`config.mk`:
```
export PLATFORM = sky130hd
export DESIGN_NAME = pc_fetch_unit
export DESIGN_NICKNAME = d
export VERILOG_FILES = /design/src/rtl/pc_fetch_unit.sv
export SDC_FILE = /design/constraint.sdc
export NUM_CORES = 1
export LEC_CHECK = 0
export ABC_AREA = 1
export BUFFER_PORTS_ARGS = -buffer_cell sky130_fd_sc_hd__buf_4
export CORE_MARGIN = 5
export CORE_UTILIZATION = 37
export DETAILED_ROUTE_END_ITERATION = 8
export PLACE_DENSITY_LB_ADDON = 0.15
export REMOVE_ABC_BUFFERS = 1
export SETUP_SLACK_MARGIN = 0.02
export SLEW_MARGIN = 30
export SYNTH_ARGS = -nofsm -noshare
export SYNTH_HDL_FRONTEND = slang
export SYNTH_SLANG_ARGS = --single-unit
```
`constraint.sdc`:
```
create_clock -name clk -period 2.6 [get_ports clk]
set_input_delay 0.52 -clock clk [delete_from_list [all_inputs] [get_ports clk]]
set_output_delay 0.52 -clock clk [all_outputs]
set_load 0.05 [all_outputs]
```
`src/rtl/pc_fetch_unit.sv`:
```
// Instruction-fetch stage: PC, imem handshake, instruction register and decoded field outputs.
// Define IFETCH_TIMEOUT_EN to halt with a sticky fault when a fetch waits too long.
module pc_fetch_unit #(
   parameter logic [31:0] RESET_PC       = 32'h0000_0000,
   parameter int          TIMEOUT_CYCLES = 15
) (
   input  logic        clk,
   input  logic        rst,
   input  logic [1:0]  pcsrc,
   input  logic        halt,
   output logic        imem_req,
   output logic [31:0] imem_addr,
   input  logic [31:0] imem_rdata,
   input  logic        imem_ready,
   output logic [31:0] pc,
   output logic [31:0] pc_plus4,
   output logic [31:0] instr,
   output logic [5:0]  op,
   output logic [4:0]  rs,
   output logic [4:0]  rt,
   output logic [4:0]  rd,
   output logic [4:0]  shamt,
   output logic [5:0]  funct,
   output logic [15:0] imm16,
   output logic        exec_stb,
   output logic        halted,
   output logic        fault
);

   typedef enum logic [1:0] {FETCH, EXEC, HALTED} state_t;

   state_t      state_q, state_d;
   logic [31:0] pc_q, pc_d;
   logic [31:0] instr_q, instr_d;
   logic [31:0] next_pc;

   if (TIMEOUT_CYCLES < 1 || RESET_PC[1:0] != 2'b00) begin : g_param_chk
      $error("pc_fetch_unit: TIMEOUT_CYCLES must be >= 1 and RESET_PC word-aligned");
   end

`ifdef IFETCH_TIMEOUT_EN
   localparam int CW = $clog2(TIMEOUT_CYCLES + 1);
   logic [CW-1:0] cnt_q, cnt_d;
   logic          fault_q, fault_d;
`endif

   assign pc_plus4 = pc_q + 32'd4;

   always_comb begin
      case (pcsrc)
         2'd1:    next_pc = pc_plus4 + {{14{instr_q[15]}}, instr_q[15:0], 2'b00};
         2'd2:    next_pc = {pc_plus4[31:28], instr_q[25:0], 2'b00};
         default: next_pc = pc_plus4;
      endcase
   end

   always_comb begin
      state_d = state_q;
      pc_d    = pc_q;
      instr_d = instr_q;
`ifdef IFETCH_TIMEOUT_EN
      cnt_d   = cnt_q;
      fault_d = fault_q;
`endif
      case (state_q)
         FETCH: begin
            if (imem_ready) begin
               instr_d = imem_rdata;
               state_d = EXEC;
`ifdef IFETCH_TIMEOUT_EN
               cnt_d   = '0;
`endif
            end
`ifdef IFETCH_TIMEOUT_EN
            // The edge that would complete the TIMEOUT_CYCLES-th wait raises the fault.
            else if (cnt_q == CW'(TIMEOUT_CYCLES - 1)) begin
               fault_d = 1'b1;
               state_d = HALTED;
               cnt_d   = '0;
            end else begin
               cnt_d = cnt_q + CW'(1);
            end
`endif
         end
         EXEC: begin
            if (halt) begin
               state_d = HALTED;
            end else begin
               pc_d    = next_pc;
               state_d = FETCH;
            end
         end
         HALTED:  state_d = HALTED;
         default: state_d = FETCH;
      endcase
   end

   always_ff @(posedge clk) begin
      if (rst) begin
         state_q <= FETCH;
         pc_q    <= RESET_PC;
         instr_q <= '0;
`ifdef IFETCH_TIMEOUT_EN
         cnt_q   <= '0;
         fault_q <= 1'b0;
`endif
      end else begin
         state_q <= state_d;
         pc_q    <= pc_d;
         instr_q <= instr_d;
`ifdef IFETCH_TIMEOUT_EN
         cnt_q   <= cnt_d;
         fault_q <= fault_d;
`endif
      end
   end

`ifdef IFETCH_TIMEOUT_EN
   assign fault = fault_q;
`else
   assign fault = 1'b0;
`endif

   assign imem_req  = (state_q == FETCH) && !rst;
   assign imem_addr = {pc_q[31:2], 2'b00};
   assign pc        = pc_q;
   assign instr     = instr_q;
   assign op        = instr_q[31:26];
   assign rs        = instr_q[25:21];
   assign rt        = instr_q[20:16];
   assign rd        = instr_q[15:11];
   assign shamt     = instr_q[10:6];
   assign funct     = instr_q[5:0];
   assign imm16     = instr_q[15:0];
   assign exec_stb  = (state_q == EXEC);
   assign halted    = (state_q == HALTED);

endmodule

```
==> results.txt <==
The delay of the slowest critical-path stage works out to 0.37 ns. The synthesized design contains 64 register bits. Along the worst path, the maximum fanout reaches 4. The synthesized design contains 0 enable-type register cells.

IR analysis of the VDD net gives a maximum drop of 0.342 mV. The H-tree level count is 3. The cell at the slowest stage of the critical path is sky130_fd_sc_hd__dfxtp_4. Global routing used 25.8% of the available tracks. The commonest cells after synthesis are sky130_fd_sc_hd__nand2_1 (299), sky130_fd_sc_hd__inv_1 (145), sky130_fd_sc_hd__nor2_1 (137), sky130_fd_sc_hd__a21oi_1 (90), sky130_fd_sc_hd__buf_4 (85).

The clock-pin slew on the worst setup and hold paths was 0.07 ns; the initial antenna violation count was 0. Category of the critical setup timing path: flop to flop. The first global-routing pass estimated 41000 um of wire.

Summed over all instances, the cell type with the most area after synthesis is sky130_fd_sc_hd__dfxtp_1. The final hold violation count is 0. The effective utilization at floorplan was 37.5%. Yosys attributes the largest share of cell area to sky130_fd_sc_hd__dfxtp_1 (20%), sky130_fd_sc_hd__nand2_1 (17%), sky130_fd_sc_hd__buf_4 (9.9%). The detail route stage leaves a number of antenna-violating nets equal to 0. The die width works out to 142 um. The final critical delay including setup and external delays came out at 2.77 ns. The tools report the final antenna diode count as 0. The tools report the buffer levels on the longest clock path as 2.

The detailed router placed 8112 vias in this run. The synthesized-area fraction occupied by ao, oa, aoi and oai cells came out at 14.0%. For the cell area after layout, the log shows 10900 sq um. The worst hold path class was primary input to flop. The fraction of final layout cells with drive strength greater than 1 came out at 51.2%.

OpenSTA, run right after detailed placement, puts the worst setup slack at -0.576 ns. The first detailed-routing pass took 6 iterations. The die span in y came out at 142 um.

For the worst-skew pair, the clock arrives at the later sink with an insertion delay of 0.35 ns. Summed over all cells, the static leakage comes to 5.63 nW. Summing the areas of all fa, ha and maj instances in the mapped netlist gives 7.50% of the synthesized area. The HPWL after detailed placement is 20200 um. After synthesis, the largest area contributor takes up 19.9% of total cell area.

The data arrival time of the worst path came out at 3.05 ns. Traced cell by cell, the critical path runs through ha_4 -> nand3_4 -> nor2_4 -> nand3_4 -> inv_2 -> nand2_2 -> or2_0 -> nand2_2 -> ha_4 -> a21oi_2 -> nor2_1 -> nor2_2 -> nand2_2 -> inv_1 -> nand3_1 -> nand2_1 -> nand3_2 -> nand2_1 -> nand2_1 -> a21oi_1. The logs give 27200 um for the final wirelength and 2.88 ns for the worst endpoint required time. Fill cells in the final layout number 1615.

STA classifies the critical path startpoint as a flop. The tools report the synthesized cell area as 6440 sq um. Final setup skew: 0.00943 ns.

The detailed router finished its first iteration with 546 violations. The tools report the number of violations of the max-capacitance limit as 0. The tools report the number of global-route vias before repair as 7780.

The power density of the placed cells was 406 nW/um^2; the largest net degree at the start of global routing was 45. After Yosys synthesis, XOR and XNOR cells account for 3.26% of the synthesized area. During placement, the flow inserted port buffers numbering 210. The number of max-slew violations in the final report came out at 0.

Counting distinct cell types in the post-synthesis netlist gives 38. TritonCTS built the clock tree. The transition time at the pin with the least slew margin was 0.580 ns. The floorplan step defined a core boundary enclosing 17200 sq um.

The share of the clock period used by the worst path works out to 106%. CTS saw 64 sinks. After detailed routing, the average wire length per cell comes to 16.3 um.

The die covers 20200 sq um. Of all flip-flops after synthesis, the portion carrying an async set or reset was 0%. The worst pin sits at a relative slew slack of 61.3%. Clock tree synthesis inserted a total of 9 buffers. After the last flow step, the layout net total stands at 1512. Dominant register cell in the synthesized netlist: sky130_fd_sc_hd__dfxtp_1. The final reports fail on setup timing. The number of cells produced by synthesis came out at 1101.

For this run the aggregate overflow at the end of global routing stands at 0. During I/O placement, the number of pins put on the boundary was 218. The flow ran to the end, but the final reports show violations. The multiplexer fraction of the synthesized cell area was 0%. Most repeated cell in the gate-level netlist after synthesis: sky130_fd_sc_hd__nand2_1. The row count is 48, and the detail-routed via count per cell is 4.87. The highest clock frequency the design can meet was 0.361 GHz.

The final critical-path setup slack was -0.169 ns. The cell area reported after detailed placement is 8980 sq um, and the detailed-route DRC error count is 0. Of the synthesized area, sequential elements account for 19.9%. The dominant combinational cell family by area after synthesis is simple AND/OR/NAND/NOR gates. The tree is rooted in a sky130_fd_sc_hd__clkbuf_16.

The kind of end point of the critical path was a flop. A synthesized cell averages 5.85 sq um. The area growth from synthesis to layout is 69.7%, and the overall power after layout is 4.44 mW. Measured on the finished design, the core utilization comes to 63.7%. The number of warnings printed during yosys synthesis came out at 0. The weighted congestion at the end of routability-driven global placement was 0.940. The post-synthesis simple-gate area fraction was 35.0%. Setup repair after global routing could not meet its margin everywhere.

Setup violations remaining at the end of the flow were counted as 27.
[cells by family (layout without fill, tap and decap cells)]
kind of cell,Yosys count,after routing
simple gates,540,540
xor+xnor,24,24
flops,64,64
buf+inv,261,595
fa+ha+maj,38,38
other cells,1,7
compound gates,173,173
[critical path: cells and delay by family, from the launching register on]
family                   cells  cell delay [ns]
AND/OR/NAND/NOR             14             1.54
flip-flops                   1             0.37
buffers and inverters        2             0.15
adder cells (fa/ha/maj)      2             0.38
AO/OA/AOI/OAI                2             0.27
[cell usage in the layout, fill, tap and decap left out, drive strengths merged]
cell type,netlist,routed
dfxtp,64,64
nand4,11,11
a21boi,2,2
o211ai,2,2
xnor2,7,7
bufinv,0,2
inv,147,147
fa,1,1
o21ai,70,70
a21o,1,1
ha,37,37
a21oi,90,90
clkinv,0,1
nor3,11,11
a32oi,1,1
conb,1,7
nor4,1,1
clkbuf,24,12
xor2,17,17
clkinvlp,0,1
nand3,59,59
and2,3,3
buf,90,432
nand3b,5,5
o21bai,5,5
nand2,300,300
or2,10,10
nor2,140,140
a31oi,1,1
a221oi,1,1
[sequential cells by signal (all words and copies together) (netlist names)]
register,cells
pc,30
state_q,2
instr,32
[cell type report]
cell class	count	area [sq um]	area share [%]
well taps	225	282	2.57
clock buffers	12	256	2.35
clock inverters	4	76.3	0.698
repair buffers	432	3340	30.6
inverters	147	557	5.09
flip-flops and latches	64	1320	12.1
multi-input cells	782	5100	46.6
[power by group]
group          internal, mW  switching, mW
Clock                 0.895          0.518
Sequential             1.04         0.0863
Combinational         0.672           1.23
Total                  2.61           1.83
[final timing paths]
check | endpoint | start | depth (start not counted) | slack [ns]
worst min-delay path | instr[10]$_SDFFE_PP0P_ | imem_rdata[10] | 3 | 0.42
worst max-delay path | pc[27]$_SDFFE_PP0P_ | pc[2]$_SDFFE_PP0P_ | 20 | -0.17
worst max register to register | pc[27]$_SDFFE_PP0P_ | pc[2]$_SDFFE_PP0P_ | 20 | -0.17
worst min register to register | instr[31]$_SDFFE_PP0P_ | instr[31]$_SDFFE_PP0P_ | 2 | 0.51
[metrics by stage]
| step | std cells | hold WS [ns] | setup TNS (ns) |
|---|---|---|---|
| CTS | 1654 | 0.410 | -0.807 |
| global route | 1666 | 0.434 | -6.36 |
| global placement | 1614 | 0.492 | -8.20 |
| detailed placement | 1614 | 0.504 | -8.36 |
| finish | 1666 | 0.416 | -1.81 |
| floorplan | 993 | 0.589 | -39.01 |
[per-layer routing]
| layer | vias to the layer above | global-route usage, % | routed length, um |
|---|---|---|---|
| met5 | - | 0 | 0 |
| met4 | 0 | 6.26 | 542 |
| met3 | 37 | 3.26 | 1490 |
| met2 | 262 | 43.3 | 13100 |
| met1 | 3759 | 35.3 | 12100 |
| li1 | 4054 | - | - |
[repair_timing]
item | 4_1_cts | 5_1_grt
hold buffers | 0 | 0
hold endpoints to repair | 0 | 0
buffers inserted | 24 | 13
setup endpoints to repair | 39 | 38
gates resized for setup | 240 | 126
pin swaps | 73 | 68
No activity file was read; power rests on OpenSTA's default activity.
